<file path="src/rtl/neuron_pkg.sv">
// neuron_pkg: shared constants, state encoding and spike event type for the
// Izhikevich neuron scheduler and update core (Q8.8 fixed point throughout).
package neuron_pkg;

  localparam int QW    = 16;  // Q8.8 word width
  localparam int QFRAC = 8;   // fractional bits

  localparam logic signed [QW-1:0] THRESHOLD = 16'sd1966;
  localparam int K_0_04 = 26;
  localparam int K_5    = 3276;
  localparam int K_140  = 9175;

  typedef enum logic [1:0] {IDLE, LOAD, COMPUTE, WRITE} state_e;

  // idx sized for the largest supported neuron count (16)
  typedef struct packed {
    logic [15:0] ts;
    logic [3:0]  idx;
  } spike_evt_t;

  // Resting recovery value u = (B*C)>>>8, truncated to Q8.8
  function automatic logic signed [QW-1:0] reset_u(input logic signed [QW-1:0] b,
                                                   input logic signed [QW-1:0] c);
    logic signed [31:0] b32, c32;
    b32 = b;
    c32 = c;
    return QW'((b32 * c32) >>> QFRAC);
  endfunction

endpackage

</file>
<file path="src/rtl/neuron_scheduler_if.sv">
// neuron_scheduler_if: spike event valid/ready bus from the scheduler FIFO
// head (master) to the spike router (slave).
interface neuron_scheduler_if #(
  parameter int N_NEURONS = 4
);
  localparam int IW = $clog2(N_NEURONS);

  logic          spike_valid;
  logic          spike_ready;
  logic [15:0]   spike_ts;
  logic [IW-1:0] spike_idx;

  modport master (output spike_valid, spike_ts, spike_idx, input spike_ready);
  modport slave  (input spike_valid, spike_ts, spike_idx, output spike_ready);
endinterface

</file>
<file path="src/rtl/izh_update_core.sv">
// izh_update_core: one combinational Izhikevich step in Q8.8. Intermediates
// are 32-bit signed (wrapping); v'/u' are truncated to 16 bits.
module izh_update_core
  import neuron_pkg::*;
(
  input  logic signed [QW-1:0] v,
  input  logic signed [QW-1:0] u,
  input  logic signed [QW-1:0] i_in,
  input  logic signed [QW-1:0] a,
  input  logic signed [QW-1:0] b,
  output logic signed [QW-1:0] v_n,
  output logic signed [QW-1:0] u_n,
  output logic                 spike
);
  logic signed [31:0] v32, u32, i32, a32, b32, vsq, dv, du;

  // Update equations, all in 32-bit signed arithmetic
  always_comb begin
    v32 = v;
    u32 = u;
    i32 = i_in;
    a32 = a;
    b32 = b;
    vsq = (v32 * v32) >>> QFRAC;
    dv  = (K_0_04 * vsq + K_5 * v32 + K_140 - u32 + i32) >>> 4;
    du  = (a32 * (((b32 * v32) >>> QFRAC) - u32)) >>> QFRAC;
  end

  assign v_n   = QW'(v32 + dv);
  assign u_n   = QW'(u32 + du);
  assign spike = (v_n >= THRESHOLD);
endmodule

</file>
<file path="src/rtl/neuron_scheduler.sv">
// neuron_scheduler: sweeps N_NEURONS virtual neurons through one shared
// update core per tick (LOAD/COMPUTE/WRITE per neuron) and queues spike
// events {ts, idx} in a first-word fall-through FIFO.
// Optional: define SCHED_OVERRUN_CNT_EN to build the saturating dropped-tick
// counter; otherwise overrun_cnt is tied to zero.
module neuron_scheduler
  import neuron_pkg::*;
#(
  parameter int                 N_NEURONS  = 4,
  parameter int                 FIFO_DEPTH = 4,
  parameter logic signed [15:0] A_PARAM    = 16'sd1311,
  parameter logic signed [15:0] B_PARAM    = 16'sd13107,
  parameter logic signed [15:0] C_PARAM    = -16'sd4259,
  parameter logic signed [15:0] D_PARAM    = 16'sd524
) (
  input  logic                   clk,
  input  logic                   reset,
  input  logic                   tick,
  input  logic [16*N_NEURONS-1:0] current,
  output logic                   busy,
  output logic                   done,
  output logic                   overrun,
  output logic [7:0]             overrun_cnt,
  neuron_scheduler_if.master     spk
);
  localparam int IW = $clog2(N_NEURONS);
  localparam int PW = $clog2(FIFO_DEPTH);
  localparam logic [IW-1:0]      LAST_IDX = IW'(N_NEURONS - 1);
  localparam logic signed [15:0] U_RST    = reset_u(B_PARAM, C_PARAM);

  state_e state, state_n;
  logic [IW-1:0] idx;
  logic [15:0]   ts;

  logic signed [15:0] v_arr [N_NEURONS];
  logic signed [15:0] u_arr [N_NEURONS];
  logic signed [15:0] snap  [N_NEURONS];

  logic signed [15:0] v_op, u_op, i_op, v_res, u_res, v_nxt, u_nxt;
  logic               spk_res, spk_nxt;

  spike_evt_t fifo [FIFO_DEPTH];
  spike_evt_t head;
  logic [PW:0] wr_ptr, rd_ptr;
  logic full, empty, push, pop, commit, last, drop;

  assign busy  = (state != IDLE);
  assign last  = (idx == LAST_IDX);
  assign drop  = tick && (state != IDLE);
  assign empty = (wr_ptr == rd_ptr);
  assign full  = (wr_ptr[PW] != rd_ptr[PW]) && (wr_ptr[PW-1:0] == rd_ptr[PW-1:0]);
  assign pop   = !empty && spk.spike_ready;

  izh_update_core u_core (
    .v    (v_op),
    .u    (u_op),
    .i_in (i_op),
    .a    (A_PARAM),
    .b    (B_PARAM),
    .v_n  (v_nxt),
    .u_n  (u_nxt),
    .spike(spk_nxt)
  );

  // State register
  always_ff @(posedge clk) begin
    if (reset) state <= IDLE;
    else       state <= state_n;
  end

  // Next state; WRITE commits only when a spike has FIFO room (a same-cycle pop counts)
  always_comb begin
    state_n = state;
    commit  = 1'b0;
    push    = 1'b0;
    unique case (state)
      IDLE:    if (tick) state_n = LOAD;
      LOAD:    state_n = COMPUTE;
      COMPUTE: state_n = WRITE;
      WRITE: begin
        if (!spk_res || !full || pop) begin
          commit  = 1'b1;
          push    = spk_res;
          state_n = last ? IDLE : LOAD;
        end
      end
      default: state_n = IDLE;
    endcase
  end

  // Neuron state array, sweep index, timestep and status flags
  always_ff @(posedge clk) begin
    if (reset) begin
      idx     <= '0;
      ts      <= '0;
      done    <= 1'b0;
      overrun <= 1'b0;
      for (int k = 0; k < N_NEURONS; k++) begin
        v_arr[k] <= C_PARAM;
        u_arr[k] <= U_RST;
      end
    end else begin
      done <= commit && last;
      if (drop) overrun <= 1'b1;
      if (state == IDLE && tick) idx <= '0;
      if (commit) begin
        v_arr[idx] <= spk_res ? C_PARAM : v_res;
        u_arr[idx] <= spk_res ? u_res + D_PARAM : u_res;
        if (last) ts  <= ts + 16'd1;
        else      idx <= idx + 1'b1;
      end
    end
  end

  // Current snapshot and pipeline operand/result registers (no reset needed)
  always_ff @(posedge clk) begin
    if (state == IDLE && tick)
      for (int k = 0; k < N_NEURONS; k++) snap[k] <= current[16*k +: 16];
    if (state == LOAD) begin
      v_op <= v_arr[idx];
      u_op <= u_arr[idx];
      i_op <= snap[idx];
    end
    if (state == COMPUTE) begin
      v_res   <= v_nxt;
      u_res   <= u_nxt;
      spk_res <= spk_nxt;
    end
  end

  // FIFO pointers
  always_ff @(posedge clk) begin
    if (reset) begin
      wr_ptr <= '0;
      rd_ptr <= '0;
    end else begin
      if (push) wr_ptr <= wr_ptr + 1'b1;
      if (pop)  rd_ptr <= rd_ptr + 1'b1;
    end
  end

  // FIFO storage
  always_ff @(posedge clk) begin
    if (push) fifo[wr_ptr[PW-1:0]] <= '{ts: ts, idx: 4'(idx)};
  end

  assign head            = fifo[rd_ptr[PW-1:0]];
  assign spk.spike_valid = !empty;
  assign spk.spike_ts    = head.ts;
  assign spk.spike_idx   = head.idx[IW-1:0];

  generate
    if (IW < 4) begin : g_idx_pad
      logic unused_idx_hi;
      assign unused_idx_hi = ^head.idx[3:IW];
    end
  endgenerate

`ifdef SCHED_OVERRUN_CNT_EN
  // Saturating count of ticks dropped while busy
  always_ff @(posedge clk) begin
    if (reset)                              overrun_cnt <= '0;
    else if (drop && overrun_cnt != 8'hFF) overrun_cnt <= overrun_cnt + 8'd1;
  end
`else
  assign overrun_cnt = '0;
`endif

endmodule

</file>
<file path="src/flat_wrapper.sv">
// flat-port wrapper written by rule: the top's interface ports become plain ports
module neuron_scheduler_flat import neuron_pkg::*;
#(
  parameter int                 N_NEURONS  = 4,
  parameter int                 FIFO_DEPTH = 4,
  parameter logic signed [15:0] A_PARAM    = 16'sd1311,
  parameter logic signed [15:0] B_PARAM    = 16'sd13107,
  parameter logic signed [15:0] C_PARAM    = -16'sd4259,
  parameter logic signed [15:0] D_PARAM    = 16'sd524
)
  (clk, reset, tick, current, busy, done, overrun, overrun_cnt, spk_spike_valid, spk_spike_ts, spk_spike_idx, spk_spike_ready);
  neuron_scheduler_if #(.N_NEURONS(N_NEURONS)) spk_i ();
  input  logic clk;
  input  logic reset;
  input  logic tick;
  input  logic [16*N_NEURONS-1:0] current;
  output logic busy;
  output logic done;
  output logic overrun;
  output logic [7:0] overrun_cnt;
  output wire logic [$bits(spk_i.spike_valid)-1:0] spk_spike_valid;
  output wire logic [$bits(spk_i.spike_ts)-1:0] spk_spike_ts;
  output wire logic [$bits(spk_i.spike_idx)-1:0] spk_spike_idx;
  input wire logic [$bits(spk_i.spike_ready)-1:0] spk_spike_ready;
  assign spk_spike_valid = spk_i.spike_valid;
  assign spk_spike_ts = spk_i.spike_ts;
  assign spk_spike_idx = spk_i.spike_idx;
  assign spk_i.spike_ready = spk_spike_ready;
  neuron_scheduler #(.N_NEURONS(N_NEURONS), .FIFO_DEPTH(FIFO_DEPTH), .A_PARAM(A_PARAM), .B_PARAM(B_PARAM), .C_PARAM(C_PARAM), .D_PARAM(D_PARAM)) u_core (.clk(clk), .reset(reset), .tick(tick), .current(current), .busy(busy), .done(done), .overrun(overrun), .overrun_cnt(overrun_cnt), .spk(spk_i));
endmodule
</file>
<file path="config.mk">
export PLATFORM = sky130hd
export DESIGN_NAME = neuron_scheduler_flat
export DESIGN_NICKNAME = d
export VERILOG_FILES = /design/src/rtl/neuron_pkg.sv /design/src/rtl/neuron_scheduler_if.sv /design/src/rtl/izh_update_core.sv /design/src/rtl/neuron_scheduler.sv /design/src/flat_wrapper.sv
export SDC_FILE = /design/constraint.sdc
export NUM_CORES = 2
export LEC_CHECK = 0
export BUFFER_PORTS_ARGS = -buffer_cell sky130_fd_sc_hd__buf_2
export CORE_MARGIN = 4
export CORE_UTILIZATION = 59
export DETAILED_ROUTE_END_ITERATION = 16
export GPL_TIMING_DRIVEN = 0
export MAX_ROUTING_LAYER = met4
export PLACE_DENSITY = 0.83
export REMOVE_ABC_BUFFERS = 1
export SYNTH_ARGS = -nofsm -noshare
export SYNTH_HDL_FRONTEND = slang
export SYNTH_SLANG_ARGS = --single-unit
</file>
<file path="constraint.sdc">
create_clock -name clk -period 12.04 [get_ports clk]
set_input_delay 2.408 -clock clk [delete_from_list [all_inputs] [get_ports clk]]
set_output_delay 2.408 -clock clk [all_outputs]
set_load 0.03 [all_outputs]
</file>
Word level (Yosys, flattened, before mapping) --
Memories as Yosys holds them, arrays and structs flattened. A register that Yosys moved wholly into a read port is not among the register bits. Index checks and enable logic that the tools add are counted.
Word-level totals: flip-flop bits (word level) 61, bits in latches 0, memory bits (writable) 264, memory bits (read-only) 0, input port bits 68, output and inout bits 30, logic and storage cells 87, memories kept 4
Memory list:
- u_core.fifo | depth 4, bits a word 18, rd ports 1, clocked after Yosys merged registers in 1, write ports 1, line neuron_scheduler.sv:42 | spike_evt_t fifo [FIFO_DEPTH];
- u_core.snap | depth 4, bits a word 16, rd ports 1, clocked after Yosys merged registers in 1, write ports 4, line neuron_scheduler.sv:37 | logic signed [15:0] snap [N_NEURONS];
- u_core.u_arr | depth 4, bits a word 16, rd ports 1, clocked after Yosys merged registers in 1, write ports 4, line neuron_scheduler.sv:36 | logic signed [15:0] u_arr [N_NEURONS];
- u_core.v_arr | depth 4, bits a word 16, rd ports 1, clocked after Yosys merged registers in 1, write ports 4, line neuron_scheduler.sv:35 | logic signed [15:0] v_arr [N_NEURONS];
Cells by class: add/subtract/negate cells 12, multipliers 5, div/mod/pow operators 0, $lt $le $gt $ge 1, equality and inequality tests 9, shift operators 0, muxes and demuxes 30, bitwise logic cells 0, reduce and logical (&&, ||, !) cells 16
Operator list (count):
- 2-to-1 mux 16 bit | 4
- adder 16 bit | 2
- multiplier 16 x 16 -> 32 bit | 1
- OR reduction 16 bit | 2
- multiplier 15 x 16 -> 31 bit (first input constant) | 1
- multiplier 12 x 24 -> 24 bit (first input constant) | 1
- multiplier 5 x 24 -> 19 bit (first input constant) | 1
- subtractor 23 x 16 -> 24 bit | 1
- adder 20 x 15 -> 20 bit (second input constant) | 1
- adder 20 x 16 -> 20 bit | 1
- adder 20 bit | 1
- subtractor 20 x 16 -> 20 bit | 1
- multiplier 11 x 16 -> 18 bit (first input constant) | 1
- 2-to-1 mux 2 bit | 9
- adder 16 x 1 -> 16 bit (second input constant) | 1
- adder 16 x 11 -> 16 bit (second input constant) | 1
- greater-or-equal comparator 16 x 12 -> 1 bit (second input constant) | 1
- 2-to-1 mux 1 bit | 16
- case mux 2 bit (4 select lines) | 1
- adder 3 x 1 -> 3 bit (second input constant) | 2
- == test 2 bit (second input constant) | 3
- logical AND 1 bit | 5
- != test 2 bit (second input constant) | 2
- AND reduction 2 bit | 2
- other kinds (9) | 12

Depth between registers and ports, before layout --
depth after elaboration 12, mapped depth 55, depth with buffers taken out 54

Modules after synthesis --
From an unflattened synthesis, not the netlist that was laid out.
Unflattened totals: cells, all modules 4395, area, all modules 46504.6 um^2
By module, submodules not included:
- izh_update_core | instances 1, cells each 3542, area each 31665.4 um^2
- neuron_scheduler | instances 1, cells each 853, area each 14839.2 um^2

Least setup slack after synthesis --
OpenSTA, ideal clock, no wires.
path type register to register, from register u_core.v_op[15] (read register of u_core.v_arr), to register u_core.spk_res (data pin), library setup time 0.266 ns, arrival time 12.105 ns, required time 11.774 ns, slack -0.331 ns, stages on the path, launching flop included 46, path buffers 1, path through edfxtp_1 clkinv_1 clkbuf_1 nor2_1 fa_1 inv_1 fa_1 fa_1 fa_1 fa_1 fa_1 inv_1 ha_1 and4_1 nand3_1 a211oi_1 nor3_1 o21bai_1 (+10 left out) fa_1 fa_1 ha_1 ha_1 and3_1 a21oi_1 o21ai_0 nor2_1 xnor2_1 ha_1 nand2_1 nand2_1 a31oi_1 o21ai_0 xor2_1 xnor3_1 xnor2_1 a31oi_1
On the way: word-level cells in the longest chain between the ends 8
RTL lines:
- start, declared | line neuron_scheduler.sv:39 | logic signed [15:0] v_op, u_op, i_op, v_res, u_res, v_nxt, u_nxt;
- multiplier 16 x 16 -> 32 bit | line izh_update_core.sv:24 | vsq = (v32 * v32) >>> QFRAC;
- multiplier 5 x 24 -> 19 bit | line izh_update_core.sv:25 | dv = (K_0_04 * vsq + K_5 * v32 + K_140 - u32 + i32) >>> 4;
- adder 20 bit | line izh_update_core.sv:25
- adder 20 x 15 -> 20 bit | line izh_update_core.sv:25
- subtractor 20 x 16 -> 20 bit | line izh_update_core.sv:25
- adder 20 x 16 -> 20 bit | line izh_update_core.sv:25
- adder 16 bit * | line izh_update_core.sv:29 | assign v_n = QW'(v32 + dv);
- named net u_core.u_core.v_n[15] | line izh_update_core.sv:11 | output logic signed [QW-1:0] v_n,
- greater-or-equal comparator 16 x 12 -> 1 bit * | line izh_update_core.sv:31 | assign spike = (v_n >= THRESHOLD);
- named net u_core.spk_nxt | line neuron_scheduler.sv:40 | logic spk_res, spk_nxt;
- end signal, assigned | line neuron_scheduler.sv:127 | spk_res <= spk_nxt;
- end, declared | line neuron_scheduler.sv:40
The timed path passes the listed nets; every way through them passes the cells marked *. A chain may end at the register's enable or synchronous reset.

Worst setup path in the final report --
from register u_core.v_op[1] (read register of u_core.v_arr), to register u_core.spk_res (data pin)
Same word-level chain as after synthesis.

==> results.py <==
metrics = {
    "critical_path": {
        "cp_top_family": "adder cells",
        "cp.buffers_inverters": 10,
        "slowest_stage": "fa_1",
        "required_ps": 12330,
        "reg2reg_from": "u_core.v_op[1]$_DFFE_PN_",
        "worst_setup_path_end_kind": "flip-flop",
        "critPathArrivalTime_ps": 13140,
        "critPathMostFrequentCell": "fa_1",
        "critPathKind": "flip-flop to flip-flop",
        "critical-path-max-stage-delay_ps": 570,
        "reg2reg_slack_ps": -810,
        "cp_max_fo": 6,
        "cp-startpoint": "u_core.v_op[1]$_DFFE_PN_",
        "cp-start-kind": "flip-flop",
    },
    "final_layout": {
        "layout-drive-gt1-share": 0.210,
        "area.growth.synth_to_final_pct": 16.7,
        "design_area_sq_um": 42600,
        "nNetsFinal": 4440,
        "fillers": 3664,
    },
    "clock_tree": {
        "clkTransAtPathRegs_ps": 80,
        "cts.sink_count": 375,
        "cts_tree": "yes",
        "cts_made_buffers": 29,
        "htree_levels": 1,
        "clockBufferDepth": 3,
        "cts_root_buf": "clkbuf_16",
        "cts_hold_buf": 0,
        "clock_latency_ps": 570,
    },
    "sta": {
        "setup_ws_ps": -815,
        "slew_viol_final": 0,
        "worstMarginPinSlew_ps": 1230,
        "report.final.hold_viol_count": 0,
        "min_period_ps": 12850,
        "finalSetupViolations": 8,
        "rsz0062_at_grt": "true",
        "skew_ps": 19.2,
        "fmax_ghz": 0.0778,
        "finalCritPeriodShare": 1.07,
        "slew_headroom": 0.180,
    },
    "status": {
        "outcome": "finished with violations",
        "violations": "negative setup slack",
    },
    "routing": {
        "vias_per_cell": 6.30,
        "drc": 0,
        "drt_iter0_drc": 2895,
        "detail_route.wl_per_cell_microns": 24.4,
        "vias": 27300,
        "dr.pass1.iters": 6,
        "wl_mm": 106,
        "antenna_left": 0,
    },
    "global_route": {
        "grt.total_usage": 0.284,
        "grt.overflow.total": 0,
        "grt_max_degree": 61,
        "grt_pass1_wl_mm": 144,
        "grt_pass1_vias": 27000,
        "antenna_found_initial": 0,
    },
    "yosys": {
        "async_reset_ff_frac": 0,
        "synth_edf_count": 345,
        "yosysWarnings": 0,
        "seq_area_frac_synth": 0.301,
        "ys_seq_elements": 375,
        "syn-mean-instance-area_sq_um": 11.2,
        "post_synth_num_cell_types": 74,
        "netlist_area_sq_um": 36500,
        "synthCells": 3260,
        "synthFlopType": "edfxtp_1",
    },
    "floorplan": {
        "die_x_microns": 257,
        "chipHeight_microns": 257,
        "initial_utilization": 0.600,
        "die_area_sq_um": 65900,
        "core_area_sq_um": 60800,
        "rows": 90,
        "io_pins": 98,
    },
    "placed_design": {
        "port_buffers": 89,
        "gp_congestion": 0.935,
        "dp_hpwl_mm": 62.8,
        "placed_area_sq_um": 37900,
    },
    "hold_path": {
        "hold_path.class": "flip-flop to flip-flop",
        "min_from": "u_core.overrun$_SDFFE_PP0P_",
    },
    "run": {
        "maxCapViolCount": 0,
    },
}
-- through the flow --
step / setup slack, ps / utilization / cells / hold slack [ps] / TNS [ps]
after floorplan: -995 / - / 3201 / 469 / -2920
after global placement: -3470 / 0.619 / 4072 / 445 / -35110
after detailed placement: -2200 / 0.623 / 4081 / 483 / -26100
after CTS: 0.123 / 0.670 / 4251 / 501 / 0
after global routing: -917 / 0.700 / 4330 / 547 / -4840
final: -815 / 0.700 / 4332 / 494 / -2760
-- flip-flops by register name, summed over array words and instances (netlist names), named ones only --
signal and cells:
u_core.ts 16, u_core.v_res 16, u_core.v_arr 64, u_core.done 1, u_core.v_op 16, u_core.i_op 16
u_core.fifo 72, u_core.snap 64, u_core.wr_ptr 3, u_core.u_op 16, u_core.state 2, u_core.u_arr 64
u_core.u_res 16, u_core.overrun 1, u_core.rd_ptr 3, u_core.spk_res 1, u_core.idx 2
-- synthesized netlist by cell type, types with 21 or more instances --
library cell | instances | area, sq um
nand3_1 | 36 | 180
xor2_1 | 67 | 587
dfxtp_1 | 30 | 601
xnor2_1 | 150 | 1310
inv_1 | 694 | 2610
ha_1 | 410 | 5130
a21oi_1 | 101 | 505
nor3_1 | 36 | 180
nand2b_1 | 24 | 150
edfxtp_1 | 345 | 10400
nand2_1 | 188 | 706
o21a_1 | 33 | 248
clkbuf_1 | 49 | 184
a21o_1 | 40 | 300
nor2_1 | 217 | 815
o21ai_0 | 57 | 285
nor2b_1 | 21 | 131
mux4_2 | 66 | 1490
and2_1 | 34 | 213
fa_1 | 436 | 8730
-- timing repair --
item,4_1_cts,5_1_grt
gates resized for setup,199,243
buffers inserted,118,78
pin swaps,97,157
setup endpoints to repair,23,11
cloned,0,1
-- kinds of logic after synthesis --
family	synth area share
muxes	0.0424
adders and majority gates	0.380
DFF	0.301
xor gates and xnor gates	0.0546
AOI/OAI and AO/OA	0.0652
other	0.000103
buffers and inverters	0.0797
and+or+nand+nor	0.0774
-- placed cells by master (no fill, tap or decap), types with 19 or more instances in the layout --
cell type,count
inv_1,665
fa_1,426
edfxtp_1,345
ha_1,328
nor2_1,188
nand2_1,177
buf_4,164
xnor2_1,128
buf_2,89
a21oi_1,70
mux4_2,66
ha_4,64
xor2_1,54
a21o_1,40
o21ai_0,38
nand3_1,33
o21a_1,32
clkbuf_16,30
and2_1,28
dfxtp_1,27
a21oi_2,25
buf_6,24
nor3_1,22
inv_2,22
nor2_2,21
nor2b_1,20
nand2b_1,19
-- tightest hold or removal path, stage by stage (launching register included) --
cell and delay [ps]:
dfxtp_1 340, a21oi_1 50, nor2_1 70
-- layout make-up --
type / count / area (sq um) / area share
Multi-Input combinational cell: 2126 / 24700 / 0.581
Inverter: 700 / 2700 / 0.0633
Clock inverter: 16 / 116 / 0.00273
Tap cell: 782 / 978 / 0.0230
Timing Repair Buffer: 294 / 2320 / 0.0546
Clock buffer: 37 / 766 / 0.0180
Antenna cell: 2 / 5.00 / 0.000118
Sequential cell: 375 / 11000 / 0.258
-- final timing paths --
| path | end | cells after the start |
|---|---|---|
| worst max-delay path | u_core.spk_res$_DFFE_PN_ | 52 |
| worst min-delay path | u_core.overrun$_SDFFE_PP0P_ | 2 |
| worst max register to register | u_core.spk_res$_DFFE_PN_ | 52 |
| worst min register to register | u_core.overrun$_SDFFE_PP0P_ | 2 |
-- per-layer routing --
| metal | part of all wire | vias to the layer above | wire length, microns | global-route usage |
|---|---|---|---|---|
| met5 | 0 | - | 0 | - |
| met1 | 0.33 | 13300 | 35100 | 0.343 |
| met2 | 0.48 | 2009 | 50800 | 0.468 |
| met4 | 0.080 | 0 | 8490 | 0.122 |
| li1 | - | 11200 | - | - |
| met3 | 0.11 | 744 | 11500 | 0.0602 |
Power is not shown: default switching activity piles up to over one toggle a cycle in this logic, so the estimate is an artifact.
